===== config.mk =====
export PLATFORM = sky130hd
export DESIGN_NAME = sort_frame_sequencer
export DESIGN_NICKNAME = d
export VERILOG_FILES = /design/src/rtl/sorter_pkg.sv /design/src/rtl/sort_frame_buffer.sv /design/src/rtl/sort_frame_sequencer.sv
export SDC_FILE = /design/constraint.sdc
export NUM_CORES = 2
export LEC_CHECK = 0
export ABC_AREA = 1
export BUFFER_PORTS_ARGS = -buffer_cell sky130_fd_sc_hd__clkbuf_2
export CAP_MARGIN = 20
export CORE_MARGIN = 3
export CORE_UTILIZATION = 45
export DETAILED_ROUTE_END_ITERATION = 16
export SLEW_MARGIN = 0
export SYNTH_ARGS = -nofsm -noshare
export SYNTH_HDL_FRONTEND = slang
export SYNTH_SLANG_ARGS = --single-unit

===== constraint.sdc =====
create_clock -name clk -period 6.95 [get_ports clk]
set_clock_uncertainty 0.1 [all_clocks]
set_input_delay 0.3475 -clock clk [delete_from_list [all_inputs] [get_ports clk]]
set_output_delay 0.3475 -clock clk [all_outputs]
set_load 0.1 [all_outputs]

===== src/rtl/sorter_pkg.sv =====
// rtl/sorter_pkg.sv - shared constants and state type for the sort frame sequencer
package sorter_pkg;

    localparam int DATA_NUM_C = 256;
    localparam int KEY_NUM_C  = 256;
    localparam int DATA_W     = 8;
    localparam int CNT_W      = 9;

    typedef enum logic [2:0] {
        ST_IDLE,
        ST_LOAD,
        ST_SCAN,
        ST_DRAIN,
        ST_DONE
    } seq_state_t;

endpackage


===== src/rtl/sort_frame_buffer.sv =====
// rtl/sort_frame_buffer.sv - frame store, one write port and one registered read port
module sort_frame_buffer
    import sorter_pkg::*;
#(
    parameter int DEPTH = DATA_NUM_C,
    parameter int AW    = $clog2(DEPTH)
) (
    input  logic              clk,
    input  logic              xrst,
    input  logic              wr_en_i,
    input  logic [AW-1:0]     wr_addr_i,
    input  logic [DATA_W-1:0] wr_data_i,
    input  logic [AW-1:0]     rd_addr_i,
    output logic [DATA_W-1:0] rd_data_o
);

    logic [DATA_W-1:0] mem_q [DEPTH];

    always_ff @(posedge clk) begin
        if (wr_en_i) begin
            mem_q[wr_addr_i] <= wr_data_i;
        end
    end

    // Only the read register is reset so the sorter sees zero data out of reset.
    always_ff @(posedge clk or negedge xrst) begin
        if (!xrst) begin
            rd_data_o <= '0;
        end else begin
            rd_data_o <= mem_q[rd_addr_i];
        end
    end

endmodule


===== src/rtl/sort_frame_sequencer.sv =====
// rtl/sort_frame_sequencer.sv - loads one frame, replays it KEY_NUM times into the sorter
module sort_frame_sequencer
    import sorter_pkg::*;
#(
    parameter int DATA_NUM = DATA_NUM_C,
    parameter int KEY_NUM  = KEY_NUM_C
) (
    input  logic              clk,
    input  logic              xrst,
    input  logic [DATA_W-1:0] in_data,
    input  logic              in_valid,
    output logic              in_ready,
    output logic [DATA_W-1:0] srt_data,
    output logic              srt_valid,
    input  logic              srt_vout,
    output logic              busy,
    output logic              done,
    output logic              err,
    output logic [CNT_W-1:0]  res_cnt
);

    localparam int AW = $clog2(DATA_NUM);
    localparam int PW = $clog2(KEY_NUM);
    localparam logic [AW-1:0]    LAST_IDX  = AW'(DATA_NUM - 1);
    localparam logic [PW-1:0]    LAST_PASS = PW'(KEY_NUM - 1);
    localparam logic [CNT_W-1:0] FULL_CNT  = CNT_W'(DATA_NUM);

    seq_state_t       state_q;
    logic [AW-1:0]    wr_ptr_q;
    logic [AW-1:0]    rd_ptr_q;
    logic [PW-1:0]    pass_q;
    logic             drain_q;
    logic             in_ready_q;
    logic             srt_valid_q;
    logic             vld_d1_q;
    logic             busy_q;
    logic             done_q;
    logic             err_q;
    logic [CNT_W-1:0] res_cnt_q;
    logic [CNT_W-1:0] res_cnt_d;
    logic             hs;
    logic             first_hs;
    logic [AW-1:0]    wr_addr;

    assign hs       = in_valid & in_ready_q;
    assign first_hs = hs & (state_q == ST_IDLE);
    assign wr_addr  = (state_q == ST_LOAD) ? wr_ptr_q : '0;

    sort_frame_buffer #(
        .DEPTH (DATA_NUM),
        .AW    (AW)
    ) u_buf (
        .clk       (clk),
        .xrst      (xrst),
        .wr_en_i   (hs),
        .wr_addr_i (wr_addr),
        .wr_data_i (in_data),
        .rd_addr_i (rd_ptr_q),
        .rd_data_o (srt_data)
    );

    // valid_out is stale while valid_in is low, so only count beats backed by a real input beat.
    always_comb begin
        res_cnt_d = res_cnt_q;
        if (first_hs) begin
            res_cnt_d = '0;
        end else if (busy_q && vld_d1_q && srt_vout && (res_cnt_q != '1)) begin
            res_cnt_d = res_cnt_q + 1'b1;
        end
    end

    always_ff @(posedge clk or negedge xrst) begin
        if (!xrst) begin
            state_q     <= ST_IDLE;
            wr_ptr_q    <= '0;
            rd_ptr_q    <= '0;
            pass_q      <= '0;
            drain_q     <= 1'b0;
            in_ready_q  <= 1'b0;
            srt_valid_q <= 1'b0;
            vld_d1_q    <= 1'b0;
            busy_q      <= 1'b0;
            done_q      <= 1'b0;
            err_q       <= 1'b0;
            res_cnt_q   <= '0;
        end else begin
            srt_valid_q <= (state_q == ST_SCAN);
            vld_d1_q    <= srt_valid_q;
            res_cnt_q   <= res_cnt_d;
            unique case (state_q)
                ST_IDLE: begin
                    in_ready_q <= 1'b1;
                    if (hs) begin
                        state_q  <= ST_LOAD;
                        wr_ptr_q <= AW'(1);
                        err_q    <= 1'b0;
                        busy_q   <= 1'b1;
                    end
                end
                ST_LOAD: begin
                    if (hs) begin
                        if (wr_ptr_q == LAST_IDX) begin
                            state_q    <= ST_SCAN;
                            in_ready_q <= 1'b0;
                            wr_ptr_q   <= '0;
                            rd_ptr_q   <= '0;
                            pass_q     <= '0;
                        end else begin
                            wr_ptr_q <= wr_ptr_q + 1'b1;
                        end
                    end
                end
                ST_SCAN: begin
                    if (rd_ptr_q == LAST_IDX) begin
                        rd_ptr_q <= '0;
                        if (pass_q == LAST_PASS) begin
                            state_q <= ST_DRAIN;
                            drain_q <= 1'b0;
                            pass_q  <= '0;
                        end else begin
                            pass_q <= pass_q + 1'b1;
                        end
                    end else begin
                        rd_ptr_q <= rd_ptr_q + 1'b1;
                    end
                end
                ST_DRAIN: begin
                    drain_q <= 1'b1;
                    if (drain_q) begin
                        state_q <= ST_DONE;
                        done_q  <= 1'b1;
                        err_q   <= (res_cnt_d != FULL_CNT);
                    end
                end
                ST_DONE: begin
                    state_q    <= ST_IDLE;
                    done_q     <= 1'b0;
                    busy_q     <= 1'b0;
                    in_ready_q <= 1'b1;
                end
                default: begin
                    state_q <= ST_IDLE;
                end
            endcase
        end
    end

    assign in_ready  = in_ready_q;
    assign srt_valid = srt_valid_q;
    assign busy      = busy_q;
    assign done      = done_q;
    assign err       = err_q;
    assign res_cnt   = res_cnt_q;

endmodule


==> impl_metrics.env <==
export IMPL_area_growth_pct=10.3
export IMPL_ff2ff_setup_slack_ns=2.42
export IMPL_cts_max_level=4
export IMPL_grt_util_all_layers_pct=23.9
export IMPL_synthCells=8316
export IMPL_reg2reg_depth=15
export IMPL_crit_arrival_ns=5.17
export IMPL_syn_mean_instance_area_um2=10.7
export IMPL_drt_pre_antenna_iters=5
export IMPL_period_needed_ns=4.53
export IMPL_drt_total_wl_um=245000
export IMPL_post_route_period_util_pct=65.2
export IMPL_vdd_drop_max_mv=0.465
export IMPL_grt_pass1_wl_um=367000
export IMPL_cts_buffers=212
export IMPL_final_cells=10998
export IMPL_vias_per_cell=5.37
export IMPL_tightest_slew_ns=1.11
export IMPL_worstSkewPairLatency_ns=0.88
export IMPL_yosys_top_cells_count="nand2_1 (2326), edfxtp_1 (2048), nor2_1 (1252), nand3_1 (702), inv_1 (687)"
export IMPL_worstPathMaxFanout=181
export IMPL_drive_above_1_share_pct=5.41
export IMPL_max_slew_margin_rel_pct=25.8
export IMPL_overflow=0
export IMPL_io_pins=34
export IMPL_worst_r2r_endpoint="u_buf.rd_data_o[6]$_DFF_PN0_"
export IMPL_synth_simple_area_share_pct=19.4
export IMPL_tns_ns=0
export IMPL_ys_flop_type="edfxtp_1"
export IMPL_post_cts_setup_buffers=0
export IMPL_yosysTopAreaCellShare_pct=69.3
export IMPL_min_delay_start="in_data[6]"
export IMPL_cts_root_buf="clkbuf_16"
export IMPL_r2r_start="rd_ptr_q[0]$_DFFE_PN0P_"
export IMPL_synthXorXnorAreaFrac_pct=0.0197
export IMPL_postRouteAntennaNets=0
export IMPL_hold_viol=0
export IMPL_gp_congestion=0.844
export IMPL_dp_cells=10592
export IMPL_synth_fp_nets=8333
export IMPL_nets=8209
export IMPL_core_um2=195000
export IMPL_routedWlPerCell_um=22.3
export IMPL_maxCapViolations=0
export IMPL_ctsHoldBuffers=9
export IMPL_p_total_uw=36300
export IMPL_synth_area_top_cells="edfxtp_1 (69%), nand2_1 (9.8%), nor2_1 (5.3%), nand3_1 (4.0%), inv_1 (2.9%)"
export IMPL_vias=59022
export IMPL_synth_edf_count=2048
export IMPL_setup_violations=0
export IMPL_whs_endpoint="u_buf.mem_q[43][6]$_DFFE_PP_"
export IMPL_yosysWarnings=0
export IMPL_yosys_register_bits=2099
export IMPL_p_leak_uw=0.0369
export IMPL_grt_max_degree=194
export IMPL_clk_pin_slew_worst_paths_ns=0.06
export IMPL_hp_class="in -> reg"
export IMPL_max_freq_mhz=221
export IMPL_hold_slack_ns=0.0307
export IMPL_report_final_slew_viol_count=0
export IMPL_cts_max_path_buffers=3
export IMPL_drc=0
export IMPL_synth_top_family_by_area="simple AND/OR/NAND/NOR gates"
export IMPL_drtIter0Drc=6771
export IMPL_synth_mux_area_fraction_pct=0
export IMPL_rows=162
export IMPL_initial_core_util_pct=45.4
export IMPL_dpl_hpwl_um=136000
export IMPL_async_flop_share_pct=2.43
export IMPL_p_per_area_nw_per_um2=371
export IMPL_die_h_um=450
export IMPL_rsz0062_at_grt="false"
export IMPL_cts_resized=0
export IMPL_grt_pass1_vias=56546
export IMPL_outcome="complete, no violations"
export IMPL_min_delay_path_depth=1
export IMPL_ys_seq_area_share_pct=70.7
export IMPL_ys_types=34
export IMPL_cp_end_kind="flop"
export IMPL_cp_start_kind="flop"
export IMPL_mappedNetlistArea_um2=88700
export IMPL_synth_top_area_cell="edfxtp_1"
export IMPL_dieArea_um2=203000
export IMPL_synth_compound_area_share_pct=4.26
export IMPL_numPortBuffers=33
export IMPL_clock_sinks=2099
export IMPL_yosys_area_share_adder_pct=0.0705
export IMPL_critPathRequiredTime_ns=7.59
export IMPL_synth_most_common_cell="nand2_1"
export IMPL_criticalPathCategory="reg -> reg"
export IMPL_antenna_found_initial=8
export IMPL_cts_tree="yes"
export IMPL_die_w_um=450
[worst max-delay path, stage by stage (launching register included)]
cell and delay [ns]:
dfrtp_4 0.97, buf_12 0.61, buf_12 0.51, nand2_1 0.13, nand3_1 0.12, nand2_1 0.08, nand2_1 0.09, nand2_1 0.06
inv_1 0.11, nand2_1 0.08, nand2_1 0.07, nand2_1 0.07, nor2_1 0.31, nand2_1 0.18, nand3_1 0.35, nand2_1 0.09
[worst max-delay path by stage]
stage	startpoint	to	slack, ns	cells past startpoint
2_1_floorplan	in_ready$_DFFE_PN0P_	u_buf.mem_q[112][0]$_DFFE_PP_	3.91	7
3_3_place_gp	rd_ptr_q[2]$_DFFE_PN0P_	u_buf.rd_data_o[6]$_DFF_PN0_	2.43	14
3_5_place_dp	rd_ptr_q[0]$_DFFE_PN0P_	u_buf.rd_data_o[6]$_DFF_PN0_	2.46	15
4_1_cts	rd_ptr_q[0]$_DFFE_PN0P_	u_buf.rd_data_o[6]$_DFF_PN0_	2.46	15
5_1_grt	rd_ptr_q[0]$_DFFE_PN0P_	u_buf.rd_data_o[6]$_DFF_PN0_	2.24	15
6_report	rd_ptr_q[0]$_DFFE_PN0P_	u_buf.rd_data_o[6]$_DFF_PN0_	2.42	15
[layer usage]
layer | global-route usage [%] | vias up | part of all wire (%)
li1 | - | 27453 | -
met1 | 34.3 | 28728 | 43
met2 | 36.7 | 2429 | 46
met3 | 4.09 | 406 | 8.3
met4 | 8.48 | 6 | 3.5
met5 | 0 | - | 0.014
[area by class of cell]
cell class,instances,area (um^2)
Clock inverter,124,1070
Tap cell,2624,3280
Timing Repair Buffer,127,1270
Inverter,701,2650
Clock buffer,271,5670
Fill cell,17346,97500
Sequential cell,2099,62800
Antenna cell,1,2.50
Multi-Input combinational cell,5051,21100
[stage by stage]
stage | area, um^2 | utilization [%] | worst slack, ns
after floorplan | 88700 | - | 3.91
after global placement | 90900 | 46.5 | 2.43
after detailed placement | 91000 | 46.6 | 2.46
after CTS | 97800 | 50.1 | 2.46
after global routing | 97900 | 50.1 | 2.24
final | 97900 | 50.1 | 2.42
[cell families after synthesis]
group / Yosys count
AOI/OAI and AO/OA: 716
xor gates and xnor gates: 2
adders and majority gates: 5
buffers and inverters: 1166
DFF: 2099
and+or+nand+nor: 4328
[registers in the layout, summed over array words and instances (netlist names)]
signal,cells
in_ready,1
vld_d1_q,1
srt_valid,1
busy,1
rd_ptr_q,8
res_cnt,9
err,1
pass_q,8
done,1
wr_ptr_q,8
drain_q,1
state_q,3
u_buf.mem_q,2048
u_buf.rd_data_o,8
[cell usage in the layout, fill, tap and decap left out, types with 3 or more instances in the layout]
cell type and instances:
nand2_1 2326, edfxtp_1 2048, nor2_1 1250, nand3_1 701, inv_1 684, o21ai_0 506, clkbuf_16 214, a21oi_1 102
o211ai_1 69, buf_4 62, clkinv_1 61, dfrtp_1 47, clkbuf_1 47, clkinv_2 44, o21ai_1 29, clkbuf_2 24
buf_12 19, or2_2 18, nor3_1 14, bufinv_16 13, clkbuf_8 10, dlygate4sd3_1 9, buf_8 8, nand4_1 6
ha_1 5, clkinv_16 4, inv_6 4, clkinv_8 4, clkinvlp_4 4, inv_4 3, o22ai_1 3, o21a_1 3
buf_16 3, dfrtp_4 3
[power by group]
part / internal (uW) / leakage, uW / switching, uW
sequential: 14000 / 0.0191 / 322
clock: 6240 / 0.00330 / 4870
combinational: 2840 / 0.0145 / 8040
(Power assumes the default switching activity.)
